`config.mk`:
```
export PLATFORM = sky130hd
export DESIGN_NAME = player_anim_controller
export DESIGN_NICKNAME = d
export VERILOG_FILES = /design/src/rtl/player_anim_controller.sv
export SDC_FILE = /design/constraint.sdc
export NUM_CORES = 1
export LEC_CHECK = 0
export BUFFER_PORTS_ARGS = -buffer_cell sky130_fd_sc_hd__buf_2
export CAP_MARGIN = 20
export CELL_PAD_IN_SITES_DETAIL_PLACEMENT = 0
export CELL_PAD_IN_SITES_GLOBAL_PLACEMENT = 1
export CORE_UTILIZATION = 45
export DETAILED_ROUTE_END_ITERATION = 10
export MAX_ROUTING_LAYER = met4
export PLACE_DENSITY = 0.85
export SYNTH_ARGS = -nofsm -noshare
export SYNTH_HDL_FRONTEND = slang
export SYNTH_SLANG_ARGS = --single-unit
```
`constraint.sdc`:
```
create_clock -name clk -period 5.7 [get_ports clk]
set_input_delay 0.285 -clock clk [delete_from_list [all_inputs] [get_ports clk]]
set_output_delay 0.285 -clock clk [all_outputs]
set_load 0.01 [all_outputs]
```
`src/rtl/player_anim_controller.sv`:
```
// player_anim_controller: sequences one player's sprite state and frame index.
//   Inputs : clk, rst_n (async, active-low), frame_tick (one pulse per video
//            frame), move_left/move_right (levels), atk_req (pulse or level).
//   Outputs: anim_state (0 idle, 1 move, 3 attack), anim_frame, facing_right,
//            atk_busy, hit_active, atk_done (one-cycle pulse).
//   Visible state only moves on frame_tick; atk_done self-clears a clock later.
module player_anim_controller #(
    parameter int HOLD_TICKS  = 4,
    parameter int IDLE_FRAMES = 10,
    parameter int RUN_FRAMES  = 8,
    parameter int ATK_FRAMES  = 18,
    parameter int HIT_FIRST   = 8,
    parameter int HIT_LAST    = 11
) (
    input  logic       clk,
    input  logic       rst_n,
    input  logic       frame_tick,
    input  logic       move_left,
    input  logic       move_right,
    input  logic       atk_req,
    output logic [3:0] anim_state,
    output logic [5:0] anim_frame,
    output logic       facing_right,
    output logic       atk_busy,
    output logic       hit_active,
    output logic       atk_done
);
    typedef enum logic [3:0] {S_IDLE = 4'd0, S_MOVE = 4'd1, S_ATK1 = 4'd3} state_t;

    localparam logic [5:0] HOLD_LAST = 6'(HOLD_TICKS - 1);
    localparam logic [5:0] IDLE_LAST = 6'(IDLE_FRAMES - 1);
    localparam logic [5:0] RUN_LAST  = 6'(RUN_FRAMES - 1);
    localparam logic [5:0] ATK_LAST  = 6'(ATK_FRAMES - 1);
    localparam logic [5:0] HIT_LO    = 6'(HIT_FIRST);
    localparam logic [5:0] HIT_HI    = 6'(HIT_LAST);

    state_t     state_q, state_d;
    logic [5:0] frame_q, frame_d, hold_q, hold_d, wrap_last;
    logic       facing_q, facing_d, busy_q, busy_d, hit_q, hit_d;
    logic       done_q, done_d, pending_q, pending_d, move, hold_wrap;

    always_comb begin
        move      = move_left ^ move_right;
        hold_wrap = hold_q == HOLD_LAST;
        wrap_last = state_q == S_MOVE ? RUN_LAST : IDLE_LAST;
        state_d   = state_q;
        frame_d   = frame_q;
        hold_d    = hold_q;
        facing_d  = facing_q;
        busy_d    = busy_q;
        done_d    = 1'b0;
        // requests seen while busy are dropped, never queued
        pending_d = pending_q | (atk_req & ~busy_q);
        if (frame_tick) begin
            if (!busy_q) begin
                pending_d = 1'b0;
                facing_d  = (move_right & ~move_left) ? 1'b1 :
                            (move_left & ~move_right) ? 1'b0 : facing_q;
                if (pending_q || atk_req) begin
                    state_d = S_ATK1;
                    frame_d = '0;
                    hold_d  = '0;
                    busy_d  = 1'b1;
                end else if (move && state_q != S_MOVE) begin
                    state_d = S_MOVE;
                    frame_d = '0;
                    hold_d  = '0;
                end else if (!move && state_q != S_IDLE) begin
                    state_d = S_IDLE;
                    frame_d = '0;
                    hold_d  = '0;
                end else begin
                    hold_d  = hold_wrap ? 6'd0 : hold_q + 6'd1;
                    frame_d = !hold_wrap ? frame_q : frame_q == wrap_last ? 6'd0 : frame_q + 6'd1;
                end
            end else if (hold_wrap && frame_q == ATK_LAST) begin
                state_d = move ? S_MOVE : S_IDLE;
                frame_d = '0;
                hold_d  = '0;
                busy_d  = 1'b0;
                done_d  = 1'b1;
            end else begin
                hold_d  = hold_wrap ? 6'd0 : hold_q + 6'd1;
                frame_d = hold_wrap ? frame_q + 6'd1 : frame_q;
            end
        end
        hit_d = busy_d && frame_d >= HIT_LO && frame_d <= HIT_HI;
    end

    always_ff @(posedge clk or negedge rst_n) begin
        if (!rst_n) begin
            state_q   <= S_IDLE;
            frame_q   <= '0;
            hold_q    <= '0;
            facing_q  <= 1'b1;
            busy_q    <= 1'b0;
            hit_q     <= 1'b0;
            done_q    <= 1'b0;
            pending_q <= 1'b0;
        end else begin
            state_q   <= state_d;
            frame_q   <= frame_d;
            hold_q    <= hold_d;
            facing_q  <= facing_d;
            busy_q    <= busy_d;
            hit_q     <= hit_d;
            done_q    <= done_d;
            pending_q <= pending_d;
        end
    end

    assign anim_state   = state_q;
    assign anim_frame   = frame_q;
    assign facing_right = facing_q;
    assign atk_busy     = busy_q;
    assign hit_active   = hit_q;
    assign atk_done     = done_q;
endmodule

```
Yosys cells after proc, flatten, opt, wreduce, memory -nomap -nowiden
Cells that the tools add are included.
Word-level totals
  output and inout bits: 14
  input port bits: 6
  bits in registers: 21
  word-level logic and storage cells: 71
Operators by class
  muxes and demuxes: 33
  add/subtract/negate cells: 2
  bitwise operators: 8
  equal/unequal tests: 6
  reduce and logical (&&, ||, !) cells: 12
  order comparisons: 2
Operators by type and width (count)
  $mux W6: 15
  $mux W4: 6
  $add A6 B1 Y6 const B: 2
  $mux W1: 12
  $reduce_bool A4 Y1: 2
  $eq A6 B2 Y1 const B: 1
  $eq A6 B4 Y1: 1
  $eq A6 B5 Y1 const B: 1
  $ge A6 B4 Y1 const B: 1
  $le A6 B4 Y1 const B: 1
  $reduce_and A3 Y1: 2
  $logic_and A1 B1 Y1: 5
  $eq A4 B1 Y1 const B: 1
  $ne A4 B1 Y1 const B: 1
  $and A1 B1 Y1: 3
  $not A1 Y1: 3
  $ne A2 B1 Y1 const B: 1
  $reduce_bool A2 Y1: 1
  $logic_not A1 Y1: 1
  $logic_or A1 B1 Y1: 1
  $or A1 B1 Y1: 1
  $xor A1 B1 Y1: 1

Logic depth before layout (Yosys ltp)
  word-level depth: 13
  depth in mapped cells: 7
  gate-level depth less buffers: 7

Least setup slack after synthesis
OpenSTA, ideal clock, no wires.
  path type: register to register
  from: register hold_q[3]
  to: register hit_q, in the netlist hit_active
  path slack: 3805 ps
  setup time: 98 ps
  path buffers: 0
  stages on the path, launching flop included: 6
  arrival: 1797 ps
  period minus slack after synthesis: 1895 ps
  cell sequence: dfrtp_1 > or4_4 > nor4_2 > xnor2_1 > o2111ai_1 > nor4bb_2
On the way
  cells in the longest elaborated chain, start to end: 10
  elaborated cells between the ends (all ways): 17
  classes of those cells: 2 x order compare; 1 x eq/ne; 11 x mux; 3 x reduce/logical
RTL lines
  from (decl): RTL line 38  | logic [5:0] frame_q, frame_d, hold_q, hold_d, wrap_last;
  from (signal assigned): RTL line 103  | hold_q <= hold_d;
  $eq A6 B2 Y1 *: RTL line 44  | hold_wrap = hold_q == HOLD_LAST;
  $mux W6: RTL line 74  | frame_d = !hold_wrap ? frame_q : frame_q == wrap_last ? 6'd0 : frame_q + 6'd1;
  $mux W6: RTL line 68  | end else if (!move && state_q != S_IDLE) begin
  $mux W6: RTL line 64  | end else if (move && state_q != S_MOVE) begin
  $mux W6: RTL line 59  | if (pending_q || atk_req) begin
  $mux W6: RTL line 55  | if (!busy_q) begin
  $mux W6: RTL line 54  | if (frame_tick) begin
  $ge A6 B4 Y1: RTL line 87  | hit_d = busy_d && frame_d >= HIT_LO && frame_d <= HIT_HI;
  $logic_and A1 B1 Y1: RTL line 87
  $logic_and A1 B1 Y1 *: RTL line 87
  via hit_d: RTL line 39  | logic facing_q, facing_d, busy_q, busy_d, hit_q, hit_d;
  to (signal assigned): RTL line 106  | hit_q <= hit_d;
  to (decl): RTL line 39
Mark *: on every way through the listed nets, which the timed path passes. The rest lies on a longest branch.
A chain may end at the register's enable or synchronous reset.

Worst setup path in the final report
Same ends and word-level chain as after synthesis.

==> impl_results.md <==
- Status: complete, no violations
- Vias in the first global route: 854
- VDD IR max: 0.000192 V
- First drt pass iteration count: 4
- GR Overflow Total: 0
- Slew HR: 63.1%
- CTS Buffer Depth: 2
- Fmax: 499 MHz
- Vias/cell: 5.80
- Min cycle time layout: 2000 ps
- Clock sink count: 19
- Hold_ws: 309 ps
- Detailed placer's ending HPWL: 1740 um
- Area of the multi-input gates: slightly above 600 um2
- Antenna cells: 0
- Worst R2R Setup Slack: around 3700 ps
- Post-Synthesis Cells: 110
- Setup Fix Bufs, Post-CTS: 0
- I/O pin count: 20
- Final wirelength: approximately 2400 um
- Worst path slowest cell: nor4_1
- Post-synth top area cell: dfrtp_1
- Max capacitance violation total: 0
- Routability cong.: 0.827
- Number of library cell types mapped by synthesis: 42
- NumNets Final: 141
- Register bit total from synthesis: 19
- Clk root buf: clkbuf_4
- Buffer and inverter count on the worst path: 0
- RSZ-0062 raised after global routing: false
- Slew Viols, Final: 0
- Dominant cells by area after synthesis: dfrtp_1 (40%), ha_1 (4.5%), nor2_1 (4.4%)
- Hold Crit Start: frame_tick
- Initial core utilization: 49.1%
- Top post-synthesis cells by count: dfrtp_1 (18), nor2_1 (13), nand2_1 (10)
- Gr usage total: 21.5%
- RR Endpoint: hit_active
- Worst reg2reg path depth: 5
- Crit path DAT: 2230 ps
- Post-synth EDFFs: 0
- Number of nets still failing antenna checks after routing: 0
- Fillers: 212
- Synth Cell Area: ~1100 um2
- Synth warnings: 0
- DR WL/cell: around 15 um
- Port Buffers: 17
- Cell leakage power: 0.000548 uW
- Delay of the slowest critical-path stage: 470 ps
- CP max FO: 5
- Final setup fails: 0
- R2r startpoint: hold_q[3]
- Fin. Hold Viols: 0
- Number of CTS-inserted buffers: 3
- Hold Path Stages: 2
- Worst Setup EP: hit_active
- CP Capture Type: flop
- Die area: 2690 um2
- Initial antenna violation count: 0
- Post-synth ARST share: 100%
- Final Total Pwr: around 430 uW
- Share of layout cells above drive strength 1: 23.1%
- Levels on crit path: 5
- Worst Hold Class: input pin to flop
- Critical Path RT: 5920 ps
- Pwr dens: around 340 nW/um2
- Total negative setup slack: 0 ps
- Worst-Margin Slew: ~550 ps
- CTS tree: done
- First-pass GRT wire length: 4010 um
- Initial drt markers: 22
- Ys flop type: dfrtp_1
- Type of the worst setup path: flop to flop
- Worst Skew: 5.28 ps
- Die Y: 51.8 um
- Post-synthesis sequential area ratio: a little over two fifths
- Worst setup startpoint: hold_q[3]
- Area delta synth->final: 12.7%
- Area share of the largest cell type after synthesis: 40.3%
- Die X: 51.8 um
- Worst path top cell family by delay: simple AND/OR/NAND/NOR gates
- Vias: ~900
- Period utilization: approximately a third
- Reg clk slew, reported paths: 110 ps
- H-tree depth: 1
- Cts hold-fix bufs: 1
- # DRC: 0
- PostCTS Resize Cnt: 0
- Area of the core: 2280 um2
- Register area: 477 um2
- Most frequent cell after synthesis: dfrtp_1
- Type of origin of the critical path: flop
- Mean Syn Cell Area: between 10 and 15 um2
- Largest net degree at the start of global routing: 20
- Std cell rows: 17
- Clock Latency Late Sink: 310 ps
- CP cell instances: nor4_1 > nand4_1 > a21oi_2 > o2111ai_1 > nor4bb_2
==> per-stage QoR <==
stage,utilization [%],instance area (um2),std cells,worst slack [ps]
2_1_floorplan,-,1120,111,3810
3_3_place_gp,53.7,1220,153,3590
3_5_place_dp,53.7,1220,153,3600
4_1_cts,55.3,1260,158,3680
5_1_grt,55.3,1260,158,3500
6_report,55.3,1260,158,3700
==> final cells by class <==
cell class / instances / area share, %
clock buffers: 4 / 2.09
inverters: 5 / 1.49
repair buffers: 18 / 7.55
well taps: 28 / 2.78
flip-flops and latches: 19 / 37.9
multi-input cells: 84 / 48.2
==> where the power goes <==
part           internal, uW  switching, uW  leakage [uW]  total, uW
Clock                  27.4           44.6     0.0000150       72.1
Combinational          71.2           84.2      0.000303        155
Sequential              165           40.1      0.000230        205
==> worst register-to-register path, delay by kind of cell, from the launching register on <==
kind            cells  cell delay (ps)
simple gates        3              950
flops               1              440
compound gates      2              530
==> registers in the layout, summed over array words and instances, names as in the netlist <==
| name | cells |
|---|---|
| pending_q | 1 |
| atk_done | 1 |
| anim_frame | 6 |
| anim_state | 2 |
| hit_active | 1 |
| facing_right | 1 |
| atk_busy | 1 |
| hold_q | 6 |
==> cells in the final DEF, fill, tap and decap left out, types with 3 or more instances in the layout <==
master and n:
nand2_1 10, ha_1 4, xnor2_1 5, dfrtp_1 18
a21oi_1 5, buf_2 17, xor2_1 3, inv_1 5
nor2_1 13, clkbuf_4 3, nand4_1 4
==> worst min path at each step <==
stage and end:
5_1_grt pending_q, 2_1_floorplan anim_frame[0], 4_1_cts pending_q, 3_5_place_dp pending_q, 6_report pending_q, 3_3_place_gp anim_state[1]
==> kinds of logic after synthesis <==
kind of cell               share of synthesized area (%)
and+or+nand+nor                                     24.4
xor gates and xnor gates                            6.27
muxes                                               2.91
adders and majority gates                           4.48
buffers and inverters                               3.36
DFF                                                 42.7
AOI/OAI and AO/OA                                   15.6
other                                              0.336
==> routing by layer <==
metal  vias up  global-route usage, %  part of all wire [%]
met4         0                   15.3                   3.4
met3         7                   2.92                   3.4
met1       444                   28.5                    47
met2        24                   29.9                    47
met5         -                      -                     0
li1        441                      -                     -
Note: power is estimated with default switching activity, not from simulation.
